**src/rtl/parameterized_shift_register.sv**
```systemverilog
// Parameterized serial/parallel shift register.
// Controls are all sampled on the rising clock edge with fixed priority:
// aclr, aset, sclr, sset, load (when enabled), shift (when enabled), hold.
// Shift direction is chosen at elaboration time; SO taps the bit that
// leaves the register on the next shift.
module parameterized_shift_register #(
  parameter int    w               = 4,
  parameter string shift_direction = "left"
) (
  input  logic         sclr,
  input  logic         sset,
  input  logic         load,
  input  logic         en,
  input  logic         aclr,
  input  logic         aset,
  input  logic         clk,
  input  logic         SI,
  output logic         SO,
  input  logic [w-1:0] data,
  output logic [w-1:0] q
);

  // Only the exact string "right" selects right shift; anything else is left.
  localparam bit right_shift = (shift_direction == "right");

  logic [w-1:0] q_r;
  logic [w-1:0] shifted_s;
  logic [w-1:0] q_next_s;
  logic         so_s;

  // Shifted value of the current contents with SI entering at the open end.
  always_comb begin
    shifted_s = q_r;
    if (right_shift) begin
      shifted_s = {SI, q_r[w-1:1]};
    end else begin
      shifted_s = {q_r[w-2:0], SI};
    end
  end

  // Next-state selection below the highest-priority clear; set/clear values
  // never depend on data or SI so unknowns there cannot leak into them.
  always_comb begin
    q_next_s = q_r;
    if (aset) begin
      q_next_s = {w{1'b1}};
    end else if (sclr) begin
      q_next_s = {w{1'b0}};
    end else if (sset) begin
      q_next_s = {w{1'b1}};
    end else if (en && load) begin
      q_next_s = data;
    end else if (en) begin
      q_next_s = shifted_s;
    end else begin
      q_next_s = q_r;
    end
  end

  // State register; aclr is the synchronous clear that overrides everything.
  always_ff @(posedge clk) begin
    if (aclr) begin
      q_r <= {w{1'b0}};
    end else begin
      q_r <= q_next_s;
    end
  end

  // Serial out is the outgoing bit of the current contents, no extra stage.
  always_comb begin
    so_s = 1'b0;
    if (right_shift) begin
      so_s = q_r[0];
    end else begin
      so_s = q_r[w-1];
    end
  end

  assign q  = q_r;
  assign SO = so_s;

endmodule

```
**config.mk**
```make
export PLATFORM = sky130hd
export DESIGN_NAME = parameterized_shift_register
export DESIGN_NICKNAME = d
export VERILOG_FILES = /design/src/rtl/parameterized_shift_register.sv
export SDC_FILE = /design/constraint.sdc
export NUM_CORES = 1
export LEC_CHECK = 0
export ABC_AREA = 0
export BUFFER_PORTS_ARGS = -buffer_cell sky130_fd_sc_hd__buf_4
export CAP_MARGIN = 25
export CORE_AREA = 2 2 39 41
export CTS_BUF_LIST = sky130_fd_sc_hd__clkbuf_8
export DETAILED_ROUTE_END_ITERATION = 6
export DIE_AREA = 0 0 41 43
export SETUP_SLACK_MARGIN = 0.3
export SYNTH_ARGS = -nofsm -noshare
export SYNTH_HDL_FRONTEND = slang
export SYNTH_SLANG_ARGS = --single-unit
```
**constraint.sdc**
```tcl
create_clock -name clk -period 0.82 [get_ports clk]
set_input_delay 0.041 -clock clk [delete_from_list [all_inputs] [get_ports clk]]
set_output_delay 0.041 -clock clk [all_outputs]
set_load 0.02 [all_outputs]
```
==> results by group, run 1 <==
Floorplan
  • Height of the die: 43 um
  • Site Rows: 14
  • Chip width: ~40 um
  • Core region area: 1380 um^2
  • Top Ports: 17
  • Initial Util: 0.169
  • Die footprint: around 1800 um^2

Clock network
  • Clk sinks: 4
  • Setup Buffers After CTS: 0
  • CTS H-tree lvls: 1
  • TritonCTS buffer count: 3
  • Clock Tree Buf Depth: 2
  • CTS clock-pin slew for the worst setup and hold paths: around 0.040 ns
  • Root Driver: clkbuf_8
  • Clock Latency Late Sink: 0.22 ns
  • CTS tree: done

Worst hold path
  • Hold endpoint: q[0]
  • Hold path start: SI
  • Hold Crit Depth: 3
  • Worst hold path class: in -> reg

GRT
  • GR Util All Layers: 0.0782
  • Pin count of the biggest net entering global routing: 7
  • Initial antenna violation count: 0
  • Vias in the first global route: 232
  • Global route overflow: 0
  • Global-route wire length before repair: 883 um

Layout
  • Multi-input logic area: ~160 um^2
  • Share of cells above drive strength 1: 0.638
  • P&R area growth vs syn: 100%
  • Register area: between 80 and 90 um^2
  • Nets: 60
  • Most frequent cells in the layout: buf_4 (13), buf_6 (5), and3_1 (4), a31oi_1 (4), o21ai_1 (4)
  • Ant diodes: 0
  • Fill count: between 150 and 200
  • Final Cell Area: approximately 470 um^2
  • Most common cell after layout, fill and taps aside: buf_4
  • Max FFs per register: 4

Synthesis
  • Post-synthesis register bit count: 4
  • Distinct cell type count after synthesis: 11
  • Register area share after synthesis: 0.342
  • Yosys Warn Count: 0
  • Cell area after synthesis: between 200 and 250 um^2
  • Avg Inst Size Synth: 9.00 um^2
  • Cells after Synth: 26
  • Yosys top cell by area: dfxtp_1
  • Area contributors post-synth: dfxtp_1 (34%), a211oi_1 (13%), a31oi_1 (11%)
  • Top cell type's share of synthesized area: 0.342
  • Mapped Nets: 38

Power
  • Net Sw Frac: 0.246
  • Switching pwr: roughly 210 uW
  • Clock Power Share: 0.494
  • Gate power share: 0.228
  • Peak VDD IR: 0.378 mV
  • Leakage: between 0.2 and 0.25 nW
  • Pwr/cell area: ~1800 nW/um^2
  • Pint: 647 uW
  • Seq pwr share: 0.279

Setup path
  • WS Path Type: reg -> reg
  • Worst EP required: 0.92 ns
  • Crit Reg-Reg Startpoint: q[1]
  • CP startpoint kind: flop
  • R2R depth: 2
  • CP startpoint: q[1]
  • CP peak stage delay: between 0.3 and 0.4 ns
  • Worst path cell trace: a211oi_2 -> o21ai_1
  • Worst path bufs/invs: 0
  • Worst path depth: 2
  • Worst Path Max Fanout: 3
  • Worst EP arrival: roughly 0.83 ns
  • Delay-heaviest family, CP: flip-flops
  • R2R Setup Slk: slightly below 0.09 ns
  • CP Capture Type: flop
  • Slowest-stage cell, CP: dfxtp_2
  • Reg-to-Reg End: q[2]

Detailed routing
  • Iteration-0 DRC Markers: 1
  • Post-route ant nets: 0
  • Detailed-route via count: between 200 and 300
  • DRC viols: 0
  • First-pass DRT Iterations: 2
  • Via/cell ratio: 4.48
  • Total routed wirelength: approximately 610 um
  • Per-cell routed wire length: roughly 9.7 um

STA
  • Tcrit/Tclk final: 0.893
  • Final setup fails: 0
  • Fin crit period: between 0.7 and 0.8 ns
  • Final Hold Slack: ~0.12 ns
  • Pins over their slew limit: 0
  • RSZ-0062 raised after global routing: yes
  • Clk_skew: approximately 0.0054 ns
  • Max Clock Freq: around 1400 MHz
  • Max_slew headroom: 0.837
  • Final-report hold violation count: 0
  • Tightest Pin Transition: approximately 0.24 ns

Placement
  • DP Area: 404 um^2
  • Placer Congestion: ~0.7
  • I/O Buffers: 16

Run
  • Maxcap violations: 0

Run status
  • Outcome: finished clean
## cells in the mapped netlist
library cell	count
a211oi_1	4
a31oi_1	4
and3_1	4
buf_4	1
dfxtp_1	4
inv_1	1
nand2_1	1
nor2b_1	1
nor4_4	1
o21ai_1	4
or3_4	1
## metal layers
layer	vias up	routed length [um]	global-route usage
li1	147	-	-
met1	121	274	0.0962
met2	14	281	0.0938
met3	0	58	0.0157
met4	0	0	0.100
met5	-	0	0
## power by group through the flow
stage | combinational, mW | clock [mW] | sequential (mW)
floorplan | 0.0668 | 0 | 0.258
global placement | 0.181 | 0 | 0.237
detailed placement | 0.184 | 0 | 0.238
CTS | 0.197 | 0.439 | 0.240
global route | 0.212 | 0.441 | 0.241
finish | 0.195 | 0.424 | 0.239
## worst max path at each step
stage	to	slack, ns
global route	q[2]	0.05
finish	q[2]	0.09
floorplan	q[0]	0.09
detailed placement	q[0]	-0.02
CTS	q[2]	0.08
global placement	q[2]	-0.0009
## worst register-to-register path, cell delays in order, from the launching register on
cell and delay [ns]:
dfxtp_2 0.33, a211oi_2 0.19, o21ai_1 0.09
## through the flow
| stage | util | worst slack (ns) | power, mW | TNS (ns) | std cells |
|---|---|---|---|---|---|
| after global placement | 0.292 | -0.000899 | 0.418 | -0.000899 | 59 |
| after detailed placement | 0.292 | -0.0237 | 0.422 | -0.0860 | 59 |
| after floorplan | - | 0.0902 | 0.325 | 0 | 26 |
| after CTS | 0.338 | 0.0824 | 0.875 | 0 | 63 |
| after global routing | 0.338 | 0.0528 | 0.894 | 0 | 63 |
| final | 0.338 | 0.0880 | 0.858 | 0 | 63 |
## timing repair
action                                  CTS  global route
hold buffers                              0             0
endpoints found under the setup margin    9             9
resized for setup                         5             0
pin swaps                                 0             2
## kinds of logic after synthesis
logic type / after synthesis / share of synthesized area
AOI/OAI and AO/OA: 12 / 0.321
buffers and inverters: 2 / 0.0481
DFF: 4 / 0.342
and+or+nand+nor: 8 / 0.289
## area by class of cell
| class | count | area share |
|---|---|---|
| inverters | 1 | 0.00802 |
| clock inverters | 1 | 0.00802 |
| well taps | 16 | 0.0428 |
| flip-flops and latches | 4 | 0.187 |
| repair buffers | 18 | 0.329 |
| clock buffers | 3 | 0.0882 |
| multi-input cells | 20 | 0.337 |
No activity file was read; power rests on OpenSTA's default activity.
==> run 2, diff against run 1 <==
--- a/config.mk
+++ b/config.mk
@@ -12,7 +12,6 @@
 export CTS_BUF_LIST = sky130_fd_sc_hd__clkbuf_8
 export DETAILED_ROUTE_END_ITERATION = 6
 export DIE_AREA = 0 0 41 43
-export SETUP_SLACK_MARGIN = 0.3
 export SYNTH_ARGS = -nofsm -noshare
 export SYNTH_HDL_FRONTEND = slang
 export SYNTH_SLANG_ARGS = --single-unit
==> run 2 against run 1 <==
Clock power decreased by 4%. Clock-buffer cell count did not move. Highest routed layer unchanged. Largest cell class unchanged. Sequential power fell by 4%. Critical path type is now reg -> out.
==> results by group, run 2 (synthesized netlist as in run 1, its figures left out) <==
Power
  • Leakage: 0.192 nW
  • Final Total Pwr: 807 uW
  • Pwr/cell area: ~2000 nW/um^2
  • Peak VDD IR: between 1 and 1.5 mV

Clock network
  • CTS tree: done
  • Hold-fix buffers, CTS: 0
  • Setup Buffers After CTS: 0
  • Clk sinks: 4
  • Clock Latency Late Sink: ~0.21 ns
  • Root Driver: clkbuf_8
  • CTS clock-pin slew for the worst setup and hold paths: 0.03 ns
  • TritonCTS buffer count: 3
  • CTS-repair resized insts: 0
  • CTS H-tree lvls: 1
  • Clock Tree Buf Depth: 2

Run status
  • Outcome: finished clean

Setup path
  • WS Path Type: reg -> out
  • Delay-heaviest family, CP: flip-flops
  • CP Capture Type: output port
  • CP startpoint kind: flop
  • Worst Path Max Fanout: 3
  • Worst path bufs/invs: 1
  • R2R Setup Slk: roughly 0.090 ns
  • Worst EP arrival: 0.72 ns
  • Slowest-stage cell, CP: dfxtp_1
  • CP peak stage delay: 0.35 ns
  • Worst path cell trace: buf_4
  • Worst EP required: 0.78 ns

Detailed routing
  • Post-route ant nets: 0
  • Detailed-route via count: roughly 280
  • Via/cell ratio: around 4.7
  • Per-cell routed wire length: about 10 um
  • Total routed wirelength: ~640 um
  • Iteration-0 DRC Markers: 9
  • DRC viols: 0
  • First-pass DRT Iterations: 4

STA
  • Final setup fails: 0
  • Fin crit period: between 0.7 and 0.8 ns
  • Setup TNS: 0 ns
  • Clk_skew: 0.00259 ns
  • Max Clock Freq: around 1300 MHz
  • Pins over their slew limit: 0
  • Tcrit/Tclk final: 0.927
  • Tightest Pin Transition: roughly 0.25 ns
  • RSZ-0062 raised after global routing: no
  • Final Hold Slack: between 0.1 and 0.15 ns
  • Final-report hold violation count: 0
  • Max_slew headroom: 0.836

Layout
  • Most common cell after layout, fill and taps aside: buf_4
  • Ant diodes: 0
  • P&R area growth vs syn: 77.5%
  • Max FFs per register: 4
  • Nets: approximately 60
  • Share of cells above drive strength 1: 0.489
  • Finished Layout Cells: around 60

GRT
  • Global-route wire length before repair: 903 um
  • Initial antenna violation count: 0
  • GR Util All Layers: 0.0782
  • Pin count of the biggest net entering global routing: 7
  • Global route overflow: 0
  • Vias in the first global route: 236

Floorplan
  • Height of the die: 43 um
  • Site Rows: 14
  • Core region area: between 1000 and 1500 um^2
  • Top Ports: 17
  • Initial Util: 0.169
  • Chip width: between 40 and 50 um
  • Die footprint: between 1500 and 2000 um^2

Placement
  • I/O Buffers: 16
  • HPWL after DPL: about 530 um
  • Placer Congestion: 0.709
  • Placed Cells: between 50 and 60

Run
  • Maxcap violations: 0

Worst hold path
  • Worst hold path class: in -> reg
run 2: changes by cell type in the layout (fill, tap and decap cells not counted), sizes merged:
| cell | delta |
|---|---|
| buf | -1 |
| inv | -1 |
run 2: layout make-up:
class / count / area [um^2]
tap: 16 / 20.0
clock buffer: 3 / 41.3
fill: 156 / 968
timing repair buffer: 17 / 128
inverter: 1 / 3.75
multi-input combinational: 20 / 143
sequential: 4 / 80.1
run 2: per-layer routing:
layer  GRT usage  wire, um
met5           0         0
met3      0.0785        69
met1       0.109       309
met2      0.0906       262
met4           0         0
run 2: metrics by stage:
step | setup slack (ns) | instance area (um^2) | util
floorplan | 0.0574 | 234 | -
global placement | -0.0342 | 374 | 0.270
detailed placement | -0.0343 | 374 | 0.270
CTS | 0.0503 | 415 | 0.300
global route | 0.0272 | 415 | 0.300
finish | 0.0595 | 415 | 0.300
run 2: worst paths after layout:
kind	end	cells past startpoint	from
min	q[0]	3	SI
max reg2reg	q[3]	2	q[2]
min reg2reg	q[3]	2	q[3]
max	q[2]	1	q[2]
run 2: where the power goes:
| group | switching, mW | internal (mW) | leakage, nW |
|---|---|---|---|
| registers | 0.0145 | 0.215 | 0.0336 |
| clock network | 0.0952 | 0.312 | 0.0216 |
| logic | 0.0816 | 0.0890 | 0.136 |
